### src/rtl/mod_signal_fmt_if.sv
// Bus bundle for mod_signal_fmt: pacing/format controls, the source ROM read
// port and the formatted-sample output toward the modulator multiplier.
// The master side drives controls and source data; the slave is the formatter.
interface mod_signal_fmt_if #(
    parameter int unsigned IN_W  = 7,
    parameter int unsigned OUT_W = 9,
    parameter int unsigned NCH   = 2,
    parameter int unsigned CH_W  = 1,
    parameter int unsigned DIV_W = 16
);
    logic [DIV_W-1:0]        rate_div;
    logic [CH_W-1:0]         ch_sel;
    logic [1:0]              mode;
    logic [2:0]              shift;
    logic [NCH*IN_W-1:0]     src_data;
    logic                    src_rd;
    logic signed [OUT_W-1:0] dout;
    logic                    dout_valid;

    modport master (
        output rate_div,
        output ch_sel,
        output mode,
        output shift,
        output src_data,
        input  src_rd,
        input  dout,
        input  dout_valid
    );

    modport slave (
        input  rate_div,
        input  ch_sel,
        input  mode,
        input  shift,
        input  src_data,
        output src_rd,
        output dout,
        output dout_valid
    );
endinterface

### src/rtl/mod_signal_fmt.sv
// Modulating-signal formatter: paces NCH source ROM reads with a rate
// divider, picks one channel, converts unsigned / offset-binary / two's
// complement samples to a signed OUT_W word, applies a left-shift gain and
// emits the result with a one-cycle valid strobe.
// Optional feature macro: MOD_FMT_SAT_EN (saturate instead of wrapping after
// the gain shift).
// Pipeline: tick -> src_rd (C) -> read pending (C+1, ROM latency) ->
// capture (C+2, convert/shift combinationally) -> dout (C+3).
module mod_signal_fmt #(
    parameter int unsigned IN_W  = 7,
    parameter int unsigned OUT_W = 9,
    parameter int unsigned NCH   = 2,
    parameter int unsigned CH_W  = 1,
    parameter int unsigned DIV_W = 16
) (
    input logic             clk,
    input logic             rst,
    mod_signal_fmt_if.slave bus
);

    // Mask that flips the sample MSB (offset-binary to two's complement).
    localparam logic [IN_W-1:0] MsbMask = IN_W'(1) << (IN_W - 1);

`ifdef MOD_FMT_SAT_EN
    // Seven spare bits hold any shift of 0..7 without loss before clamping.
    localparam int unsigned WideW = OUT_W + 7;
    localparam logic signed [WideW-1:0] SatMax =
        {{(WideW - OUT_W + 1){1'b0}}, {(OUT_W - 1){1'b1}}};
    localparam logic signed [WideW-1:0] SatMin =
        {{(WideW - OUT_W + 1){1'b1}}, {(OUT_W - 1){1'b0}}};
`endif

    // Rate divider and shadowed controls.
    logic [DIV_W-1:0] cnt_q, cnt_d;
    logic             tick;
    logic             src_rd_q;
    logic [CH_W-1:0]  sh_ch_q;
    logic [1:0]       sh_mode_q;
    logic [2:0]       sh_shift_q;

    // Read-pending stage: the ROM presents data one cycle after src_rd.
    logic             pend_vld_q;
    logic [CH_W-1:0]  pend_ch_q;
    logic [1:0]       pend_mode_q;
    logic [2:0]       pend_shift_q;
    logic [IN_W-1:0]  samp;

    // Capture stage.
    logic             cap_vld_q;
    logic [IN_W-1:0]  cap_x_q;
    logic [1:0]       cap_mode_q;
    logic [2:0]       cap_shift_q;

    // Convert / gain / reduce.
    logic [IN_W-1:0]         x_ob;
    logic signed [OUT_W-1:0] conv;
    logic signed [OUT_W-1:0] res;
`ifdef MOD_FMT_SAT_EN
    logic signed [WideW-1:0] wide;
`endif

    // Output register.
    logic                    dout_vld_q;
    logic signed [OUT_W-1:0] dout_q;

    // Tick on >= so a rate_div reduction below the current count wraps at once.
    always_comb begin
        tick  = (cnt_q >= bus.rate_div);
        cnt_d = tick ? '0 : cnt_q + DIV_W'(1);
    end

    // Divider count, read strobe and control shadows latched on each tick.
    always_ff @(posedge clk) begin
        if (rst) begin
            cnt_q      <= '0;
            src_rd_q   <= 1'b0;
            sh_ch_q    <= '0;
            sh_mode_q  <= '0;
            sh_shift_q <= '0;
        end else begin
            cnt_q    <= cnt_d;
            src_rd_q <= tick;
            if (tick) begin
                sh_ch_q    <= bus.ch_sel;
                sh_mode_q  <= bus.mode;
                sh_shift_q <= bus.shift;
            end
        end
    end

    // Carry each sample's controls along so back-to-back ticks cannot clobber them.
    always_ff @(posedge clk) begin
        if (rst) begin
            pend_vld_q   <= 1'b0;
            pend_ch_q    <= '0;
            pend_mode_q  <= '0;
            pend_shift_q <= '0;
        end else begin
            pend_vld_q <= src_rd_q;
            if (src_rd_q) begin
                pend_ch_q    <= sh_ch_q;
                pend_mode_q  <= sh_mode_q;
                pend_shift_q <= sh_shift_q;
            end
        end
    end

    // Channel mux; selects with no matching channel fall back to channel 0.
    always_comb begin
        samp = bus.src_data[IN_W-1:0];
        for (int unsigned k = 1; k < NCH; k++) begin
            if (pend_ch_q == CH_W'(k)) begin
                samp = bus.src_data[k*IN_W +: IN_W];
            end
        end
    end

    // Capture the source word in the cycle the ROM presents it.
    always_ff @(posedge clk) begin
        if (rst) begin
            cap_vld_q   <= 1'b0;
            cap_x_q     <= '0;
            cap_mode_q  <= '0;
            cap_shift_q <= '0;
        end else begin
            cap_vld_q <= pend_vld_q;
            if (pend_vld_q) begin
                cap_x_q     <= samp;
                cap_mode_q  <= pend_mode_q;
                cap_shift_q <= pend_shift_q;
            end
        end
    end

    // Code conversion, left-shift gain and reduction to OUT_W.
    always_comb begin
        x_ob = cap_x_q ^ MsbMask;
        case (cap_mode_q)
            2'd1:    conv = {{(OUT_W - IN_W){x_ob[IN_W-1]}}, x_ob};
            2'd2:    conv = {{(OUT_W - IN_W){cap_x_q[IN_W-1]}}, cap_x_q};
            default: conv = {{(OUT_W - IN_W){1'b0}}, cap_x_q};
        endcase
`ifdef MOD_FMT_SAT_EN
        wide = {{7{conv[OUT_W-1]}}, conv} <<< cap_shift_q;
        if (wide > SatMax) begin
            res = SatMax[OUT_W-1:0];
        end else if (wide < SatMin) begin
            res = SatMin[OUT_W-1:0];
        end else begin
            res = wide[OUT_W-1:0];
        end
`else
        // Shifting at OUT_W directly keeps exactly the low bits (wrap-around).
        res = conv <<< cap_shift_q;
`endif
    end

    // Output register: dout holds between samples, valid pulses per sample.
    always_ff @(posedge clk) begin
        if (rst) begin
            dout_vld_q <= 1'b0;
            dout_q     <= '0;
        end else begin
            dout_vld_q <= cap_vld_q;
            if (cap_vld_q) begin
                dout_q <= res;
            end
        end
    end

    assign bus.src_rd     = src_rd_q;
    assign bus.dout       = dout_q;
    assign bus.dout_valid = dout_vld_q;

endmodule

### src/flat_wrapper.sv
// flat-port wrapper written by rule: the top's interface ports become plain ports
module mod_signal_fmt_flat 
#(
    parameter int unsigned IN_W  = 7,
    parameter int unsigned OUT_W = 9,
    parameter int unsigned NCH   = 2,
    parameter int unsigned CH_W  = 1,
    parameter int unsigned DIV_W = 16
)
  (clk, rst, bus_rate_div, bus_ch_sel, bus_mode, bus_shift, bus_src_data, bus_src_rd, bus_dout, bus_dout_valid);
  mod_signal_fmt_if #(.IN_W(IN_W), .OUT_W(OUT_W), .NCH(NCH), .CH_W(CH_W), .DIV_W(DIV_W)) bus_i ();
  input logic clk;
  input logic rst;
  input wire logic [$bits(bus_i.rate_div)-1:0] bus_rate_div;
  input wire logic [$bits(bus_i.ch_sel)-1:0] bus_ch_sel;
  input wire logic [$bits(bus_i.mode)-1:0] bus_mode;
  input wire logic [$bits(bus_i.shift)-1:0] bus_shift;
  input wire logic [$bits(bus_i.src_data)-1:0] bus_src_data;
  output wire logic [$bits(bus_i.src_rd)-1:0] bus_src_rd;
  output wire logic [$bits(bus_i.dout)-1:0] bus_dout;
  output wire logic [$bits(bus_i.dout_valid)-1:0] bus_dout_valid;
  assign bus_i.rate_div = bus_rate_div;
  assign bus_i.ch_sel = bus_ch_sel;
  assign bus_i.mode = bus_mode;
  assign bus_i.shift = bus_shift;
  assign bus_i.src_data = bus_src_data;
  assign bus_src_rd = bus_i.src_rd;
  assign bus_dout = bus_i.dout;
  assign bus_dout_valid = bus_i.dout_valid;
  mod_signal_fmt #(.IN_W(IN_W), .OUT_W(OUT_W), .NCH(NCH), .CH_W(CH_W), .DIV_W(DIV_W)) u_core (.clk(clk), .rst(rst), .bus(bus_i));
endmodule
### config.mk
export PLATFORM = sky130hd
export DESIGN_NAME = mod_signal_fmt_flat
export DESIGN_NICKNAME = d
export VERILOG_FILES = /design/src/rtl/mod_signal_fmt_if.sv /design/src/rtl/mod_signal_fmt.sv /design/src/flat_wrapper.sv
export SDC_FILE = /design/constraint.sdc
export NUM_CORES = 1
export LEC_CHECK = 0
export ABC_AREA = 1
export ABC_CLOCK_PERIOD_IN_PS = 1500
export BUFFER_PORTS_ARGS = -buffer_cell sky130_fd_sc_hd__buf_2
export CAP_MARGIN = 10
export CELL_PAD_IN_SITES_DETAIL_PLACEMENT = 0
export CELL_PAD_IN_SITES_GLOBAL_PLACEMENT = 1
export CORE_ASPECT_RATIO = 1.5
export CORE_MARGIN = 2
export CORE_UTILIZATION = 26
export CTS_BUF_LIST = sky130_fd_sc_hd__clkbuf_8 sky130_fd_sc_hd__clkbuf_16
export DETAILED_ROUTE_END_ITERATION = 12
export GPL_TIMING_DRIVEN = 0
export PLACE_DENSITY_LB_ADDON = 0.1
export SETUP_SLACK_MARGIN = 0.02
export SLEW_MARGIN = 10
export SYNTH_ARGS = -nofsm -noshare
export SYNTH_HDL_FRONTEND = slang
export SYNTH_SLANG_ARGS = --single-unit
### constraint.sdc
create_clock -name clk -period 1.5 [get_ports clk]
set_input_delay 0.3 -clock clk [delete_from_list [all_inputs] [get_ports clk]]
set_output_delay 0.3 -clock clk [all_outputs]
set_load 0.1 [all_outputs]
* Word level (Yosys, flattened, before mapping)
Index checks and enable logic that the tools add are counted.
** Storage, ports and cells
- Input bits :: 38
- Word-level logic and storage cells :: 24
- Bits in registers :: 53
** Operators by class
- Reductions and logical operators :: 1
- Equality and inequality tests :: 2
- $lt $le $gt $ge :: 1
- Bitwise logic cells :: 1
- Shift operators :: 1
- Add/sub/neg operators :: 1
- Multiplexer cells :: 2
** Operators with widths (count)
- $pmux 9 s2 :: 1
- $add 16x1->16 const B :: 1
- $ge 16x16->1 :: 1
- $sshl 9x3->9 :: 1
- $mux 7 :: 1
- $eq 2x1->1 const B :: 1
- $eq 2x2->1 const B :: 1
- $reduce_or 2->1 :: 1
- $not 1->1 :: 1

* Logic depth before layout (Yosys ltp)
Gate-level depths: netlist of run 1.
- Depth in word-level cells :: 3
- Gate-level depth with buffers :: 13
- Gate-level depth less buffers :: 13

* Least setup slack after synthesis of run 1
No wires, ideal clock.
- Path type :: register to register
- From :: reg u_core.src_rd_q (netlist: u_core.bus.src_rd)
- To :: reg u_core.pend_ch_q
- Slack :: -0.144 ns
- Arrival time :: 1.516 ns
- Library setup time :: 0.129 ns
- Period minus slack after synthesis :: 1.644 ns
- Path buffers :: 0
- Cell stages (with the launch flop) :: 4
- Cells stage by stage :: dfxtp_1 -> inv_1 -> o21ai_0 -> a21oi_1
** RTL lines
- start, declared :: RTL line mod_signal_fmt.sv:36 : logic src_rd_q;
- start signal, assigned :: RTL line mod_signal_fmt.sv:82 : src_rd_q <= tick;
- end signal, assigned :: RTL line mod_signal_fmt.sv:101 : pend_ch_q <= sh_ch_q;
- end, declared :: RTL line mod_signal_fmt.sv:43 : logic [CH_W-1:0] pend_ch_q;

* Worst setup path after layout of run 1
- From :: reg u_core.cnt_q[11]
- To :: reg u_core.cnt_q[5]
** On the way
- Longest elaborated chain between the ends :: 2
** Ends and longest elaborated chain
- start, declared :: RTL line mod_signal_fmt.sv:34 : logic [DIV_W-1:0] cnt_q, cnt_d;
- start signal, assigned :: RTL line mod_signal_fmt.sv:81 : cnt_q <= cnt_d;
- $ge 16x16->1 :: RTL line mod_signal_fmt.sv:68 : tick = (cnt_q >= bus.rate_div);
- $reduce_or 2->1 (no source line)
Every way passes these cells.
A chain may end at the register's enable or synchronous reset.

==> results of run 1 <==
==> power groups by stage <==
| stage | Combinational, uW | Clock (uW) | Sequential (uW) |
|---|---|---|---|
| 2_1_floorplan | 114 | 0 | 1450 |
| 3_3_place_gp | 190 | 0 | 1460 |
| 3_5_place_dp | 194 | 0 | 1460 |
| 4_1_cts | 204 | 1430 | 1420 |
| 5_1_grt | 238 | 1460 | 1420 |
| 6_report | 209 | 1370 | 1420 |
==> registers in the layout (all words and copies together), names as in the netlist, 2 cells and up <==
| name | cells |
|---|---|
| u_core.sh_shift_q | 3 |
| u_core.sh_mode_q | 2 |
| u_core.cap_mode_q | 2 |
| u_core.pend_shift_q | 3 |
| u_core.pend_mode_q | 2 |
| u_core.cnt_q | 16 |
| u_core.cap_x_q | 7 |
| u_core.cap_shift_q | 3 |
| u_core.bus.dout | 9 |
==> how the worst min path moves through the flow <==
stage / slack [ps] / end / cells after the start / from
after floorplan: 380 / u_core.cap_x_q[6] / 1 / rst
after global placement: 430 / u_core.cnt_q[0] / 1 / u_core.cnt_q[0]
after global routing: 200 / u_core.cap_x_q[6] / 2 / rst
after CTS: 190 / u_core.cap_x_q[6] / 2 / rst
final: 200 / u_core.cap_x_q[6] / 2 / rst
after detailed placement: 440 / u_core.cnt_q[0] / 1 / u_core.cnt_q[0]
==> cell usage in the layout, fill, tap and decap left out, types with 9 or more instances in the layout <==
master,instances
nand2_1,70
buf_2,49
inv_1,40
dfxtp_1,40
a21oi_1,33
nor2_1,30
o21ai_0,27
nand3_1,13
ha_1,11
dfxtp_2,11
nor2_2,10
nand4_1,9
xor2_1,9
==> per-stage QoR <==
stage | hold WS [ps] | setup WS (ps)
2_1_floorplan | 379 | -67.1
3_3_place_gp | 434 | -399
3_5_place_dp | 443 | -402
4_1_cts | 188 | -217
5_1_grt | 197 | -291
6_report | 196 | -180
==> Yosys cell counts (all sizes together) <==
cell type / count
a21oi: 37
a31oi: 1
a21o: 3
o21a: 1
clkinv: 1
o21ai: 30
nor3: 4
or2: 1
nor2: 43
nand4: 9
nand2: 77
a221oi: 3
nor4: 1
nand3b: 1
inv: 46
clkbuf: 8
ha: 19
xnor2: 4
nand3: 17
dfxtp: 53
buf: 3
xor2: 9
==> what timing repair did <==
action / in CTS / in global routing
gates cloned: 0 / 1
pin swaps: 3 / 4
endpoints found under the setup margin: 23 / 27
resized for setup: 3 / 18
setup buffers: 10 / 0
==> cell families after synthesis <==
kind of cell | share of synthesized area (%)
xor gates and xnor gates | 4.08
buffers and inverters | 8.48
and+or+nand+nor | 26.1
adders and majority gates | 8.52
DFF | 38.0
AOI/OAI and AO/OA | 14.8
==> metal layers <==
layer  track usage [%]  part of all wire, %  vias up
met4              5.61                  2.8        0
met5                 0                    0        -
li1                  -                    -     1339
met3              2.39                  2.7        9
met2              25.9                   57       35
met1              12.8                   37     1150
==> layout make-up <==
type,count,area [um^2],area share [%]
clock buffers,6,139,3.78
clock inverters,2,37.5,1.02
multi-input cells,260,1630,44.4
well taps,144,180,4.90
repair buffers,59,357,9.71
flip-flops and latches,53,1080,29.5
inverters,47,183,4.97
plain buffers,11,62.6,1.70
==> critical path, stage by stage, from the launching register on <==
cell,delay [ps]
dfxtp_4,360
ha_4,270
nand2_2,40
inv_2,60
nand3_2,80
nor3_4,150
buf_12,140
nand3_4,90
nand3_4,160
clkbuf_16,170
nor2_4,30
==> out/summary.txt, run 1 <==
Placed Cells - 563
Reg-to-reg endpoint - u_core.cnt_q[5]
Critical path origin - u_core.cnt_q[11]
Combinational share of power - 7.0%
CTS root buffer - clkbuf_16
CP endpoint kind - flip-flop
Period utilization - 112%
Die X - 88.6 um
Total gr overflow - 0
Final min period - 1680 ps
Final Instance Area - 3670 um^2
Cell row count - 46
CTS tree - yes
Yosys warns - 0
Cell area after synthesis - 2790 um^2
Placed wire-length estimate - 5.68 mm
Core area - 10,500 um^2
First-pass GRT wire length - 11.5 mm
Final slew viol count - 0
Synth cell types - 33
Worst Hold Class - input pin to flip-flop
Die Area - 11,600 um^2
Setup tns final - -3140 ps
R2r worst-path depth - 10
Top cells by area, synth - dfxtp_1 38%, nand2_1 10%, ha_1 8.5%
Clock tree sinks - 53
Initial antenna violation count - 0
Initial Util - 26.5%
Seq/Total Area, Yosys - 38.0%
Syn_area_per_cell - 7.52 um^2
Kind of critical path - flip-flop to flip-flop
Min setup slack post-route - -180 ps
Hold Vio Cnt, Final - 0
Routed Antenna Nets - 0
Clock share of power - 45.7%
Status - finished, violations left
Slew margin rel. - 64.1%
Max Clk Rate - 0.595 GHz
Number of CTS-inserted buffers - 5
Pint - 2340 uW
Crit path DAT - 1860 ps
Die H - 131 um
Placed Area - 3330 um^2
Setup crit start kind - flip-flop
Switching power - 658 uW
Synthesis-to-layout area growth - 31.7%
Setup crit end - u_core.cnt_q[5]
Fin cells - 582
Leading area contributor after synthesis - dfxtp_1
RSZ-0062 raised after global routing - yes
Least-Margin Pin Slew - 538 ps
N_diodes - 0
Skew-Pair Late Insertion Delay - 290 ps
DRC - 0
Failing checks - negative setup slack
I/O Buffers - 48
Vias - 2,533
Max-cap violation count - 0
Synth top area share - 38.0%
Final Core Density - 34.9%
Fillers - 1,186
DRT Wirelength - 7.27 mm
Routability cong. - 0.764
1st-pass router iterations - 4
CTS max path bufs - 2
Layout cells sized above 1 - 29.7%
Clock H-tree levels - 2
Setup Skew - 5.09 ps
Vias per cell - 4.35
IO Count - 49
Sequential share of power - 47.3%
Worst R2R Start - u_core.cnt_q[11]
NumNets Final - 494
Vias in the first global route - 2,427
Crit-path max FO - 5
R2R Setup Slk - -180 ps
Register clock-pin slew on the reported worst setup and hold paths - 70 ps
WL per Instance - 12.5 um
#FFs+latches synth - 53
WP data required - 1680 ps
Switching Fraction - 21.9%
Hold-fix buffer count after cts - 0
PD cells - 817 nW/um^2
Final setup viols - 23
Power Total - 3000 uW
Gate Count Post-Synth - 371
Syn nets - 428
Iteration-0 DRC Markers - 39
Pin count of the biggest net entering global routing - 17
Tot GR Track Use - 13.1%
LEAKAGE - 0.00164 uW
Peak VDD IR - 0.000474 V
Note: power is estimated with default switching activity, not from simulation.
==> run 2: changes to the inputs <==
--- a/config.mk
+++ b/config.mk
@@ -17,7 +17,7 @@
 export CTS_BUF_LIST = sky130_fd_sc_hd__clkbuf_8 sky130_fd_sc_hd__clkbuf_16
 export DETAILED_ROUTE_END_ITERATION = 12
 export GPL_TIMING_DRIVEN = 0
-export PLACE_DENSITY_LB_ADDON = 0.1
+export PLACE_DENSITY = 0.68
 export SETUP_SLACK_MARGIN = 0.02
 export SLEW_MARGIN = 10
 export SYNTH_ARGS = -nofsm -noshare
==> out/summary.txt, run 2 (synthesis gave the netlist of run 1 again) <==
Max reg flops - 16 (unchanged)
Clock share of power - 40.6% (-5.1 points)
Iteration-0 DRC Markers - 42 (+7.7%)
Reg-to-reg endpoint - u_core.cnt_q[15]
Placed wire-length estimate - 5.23 mm (-7.9%)
Vias per cell - 4.36 (+0.12%)
Die H - 131 um (unchanged)
Final Instance Area - 3670 um^2 (about the same)
Hold-fix buffer count after cts - 0 (unchanged)
Status - finished, violations left
Synthesis-to-layout area growth - 31.6% (about the same)
DRT Wirelength - 6.73 mm (-7.4%)
Final slew viol count - 0 (unchanged)
Worst Hold Class - input pin to flip-flop
WP data required - 1730 ps (+50 ps)
Most common cell after layout, fill and taps aside - nand2_1
CP endpoint kind - flip-flop
R2R Setup Slk - -110 ps (+70 ps)
Initial Util - 26.5% (unchanged)
Max Clk Rate - 0.620 GHz (+4.2%)
DRC - 0 (unchanged)
PD cells - 749 nW/um^2 (-8.4%)
Layout cells sized above 1 - 31.5% (+1.8 points)
Pint - 2120 uW (-9.7%)
CTS root buffer - clkbuf_16
Critical path origin - u_core.cnt_q[11]
Reg with most FFs - u_core.cnt_q
Least-Margin Pin Slew - 499 ps (-38.8 ps)
Die X - 88.6 um (unchanged)
I/O Buffers - 48 (unchanged)
Sequential share of power - 51.5% (+4.2 points)
Number of CTS-inserted buffers - 5 (unchanged)
Register clock-pin slew on the reported worst setup and hold paths - 70 ps (about the same)
Crit-path max FO - 5 (unchanged)
R2r worst-path depth - 12 (+2)
Setup Skew - 6.01 ps (+0.920 ps)
Max-cap violation count - 0 (unchanged)
Vias in the first global route - 2,493 (+2.7%)
IO Count - 49 (unchanged)
Slew margin rel. - 66.7% (+2.6 points)
Die Area - 11,600 um^2 (unchanged)
Failing checks - negative setup slack
Routability cong. - 0.759 (-0.60%)
Setup tns final - -1950 ps (+1190 ps)
Switching power - 633 uW (-3.7%)
Clock H-tree levels - 2 (unchanged)
Clock tree sinks - 53 (unchanged)
Tot GR Track Use - 12.4% (-0.69 points)
Skew-Pair Late Insertion Delay - 300 ps (about the same)
Min setup slack post-route - -112 ps (+68.0 ps)
Worst R2R Start - u_core.cnt_q[11]
LEAKAGE - 0.00163 uW (-1.1%)
Total gr overflow - 0 (unchanged)
Final min period - 1610 ps (-68.0 ps)
Peak VDD IR - 0.000422 V (-11%)
Combinational share of power - 7.8% (+0.8 points)
Period utilization - 107% (-4.5 points)
N_diodes - 0 (unchanged)
Crit path DAT - 1840 ps (-20 ps)
WL per Instance - 11.6 um (-7.4%)
Pin count of the biggest net entering global routing - 16 (-1)
Routed Antenna Nets - 0 (unchanged)
Hold Vio Cnt, Final - 0 (unchanged)
NumNets Final - 494 (unchanged)
Setup crit end - u_core.cnt_q[15]
CTS tree - yes
Kind of critical path - flip-flop to flip-flop
Vias - 2,536 (+0.12%)
Most frequent cells in the layout - 70 x nand2_1, 50 x buf_2, 40 x inv_1, 39 x dfxtp_1, 33 x a21oi_1
Initial antenna violation count - 0 (unchanged)
CTS max path bufs - 2 (unchanged)
Cell row count - 46 (unchanged)
Worst hold start - rst
Core area - 10,500 um^2 (unchanged)
Setup crit start kind - flip-flop
Switching Fraction - 23.0% (+1.1 points)
Placed Area - 3330 um^2 (unchanged)
1st-pass router iterations - 5 (+1)
First-pass GRT wire length - 11.1 mm (-3.2%)
RSZ-0062 raised after global routing - yes
Final setup viols - 23 (unchanged)
==> run 2: area by class of cell <==
| cell class | count | area [um^2] |
|---|---|---|
| fillers | 1154 | 6860 |
| multi-input cells | 260 | 1680 |
| flip-flops and latches | 53 | 1090 |
| repair buffers | 59 | 347 |
| well taps | 144 | 180 |
| inverters | 47 | 179 |
| clock buffers | 5 | 125 |
| plain buffers | 11 | 60.1 |
| clock inverters | 3 | 15.0 |
==> run 2: power by group through the flow <==
stage / clock, uW / combinational, uW / sequential (uW)
2_1_floorplan: 0 / 114 / 1450
3_3_place_gp: 0 / 188 / 1460
3_5_place_dp: 0 / 192 / 1460
4_1_cts: 1150 / 203 / 1420
5_1_grt: 1210 / 246 / 1420
6_report: 1120 / 215 / 1420
==> run 2: critical path: stages, from the launching register on <==
cell	delay, ps
dfxtp_4	350
ha_4	210
nand2_2	50
inv_2	40
buf_6	100
nand2_2	50
nand2_1	50
nand2_1	70
nand2_2	90
a21oi_4	160
nand3_4	140
buf_4	170
nor2_1	80
==> run 2: how the worst min path moves through the flow <==
stage               slack [ps]           endpoint  cells after the start
finish                     210  u_core.cap_x_q[6]                      2
detailed placement         450    u_core.cnt_q[0]                      1
global placement           430    u_core.cnt_q[0]                      1
global route               230  u_core.cap_x_q[6]                      2
CTS                        200  u_core.cap_x_q[6]                      2
floorplan                  380  u_core.cap_x_q[6]                      1
==> run 2: metal layers <==
metal  GRT usage, %  vias up  part of all wire (%)
li1               -     1344                     -
met1           11.6     1140                    39
met2           25.4       45                    55
met3           2.07        7                   3.5
met4           4.90        0                   2.1
met5              0        -                     0
==> run 2: timing repair <==
action | in CTS | in global routing
pin swaps | 14 | 5
setup endpoints to repair | 23 | 27
setup buffers | 9 | 2
hold endpoints to repair | 0 | 0
resized for setup | 9 | 22
gates cloned | 0 | 0
==> run 2: metrics by stage <==
step	util [%]	total power, uW	hold slack, ps	std cells	setup WS (ps)
CTS	34.0	2780	204	580	-161
floorplan	-	1570	379	371	-67.1
detailed placement	31.6	1650	451	563	-395
global route	34.9	2880	228	582	-244
global placement	31.6	1640	427	563	-383
finish	34.9	2750	209	582	-112
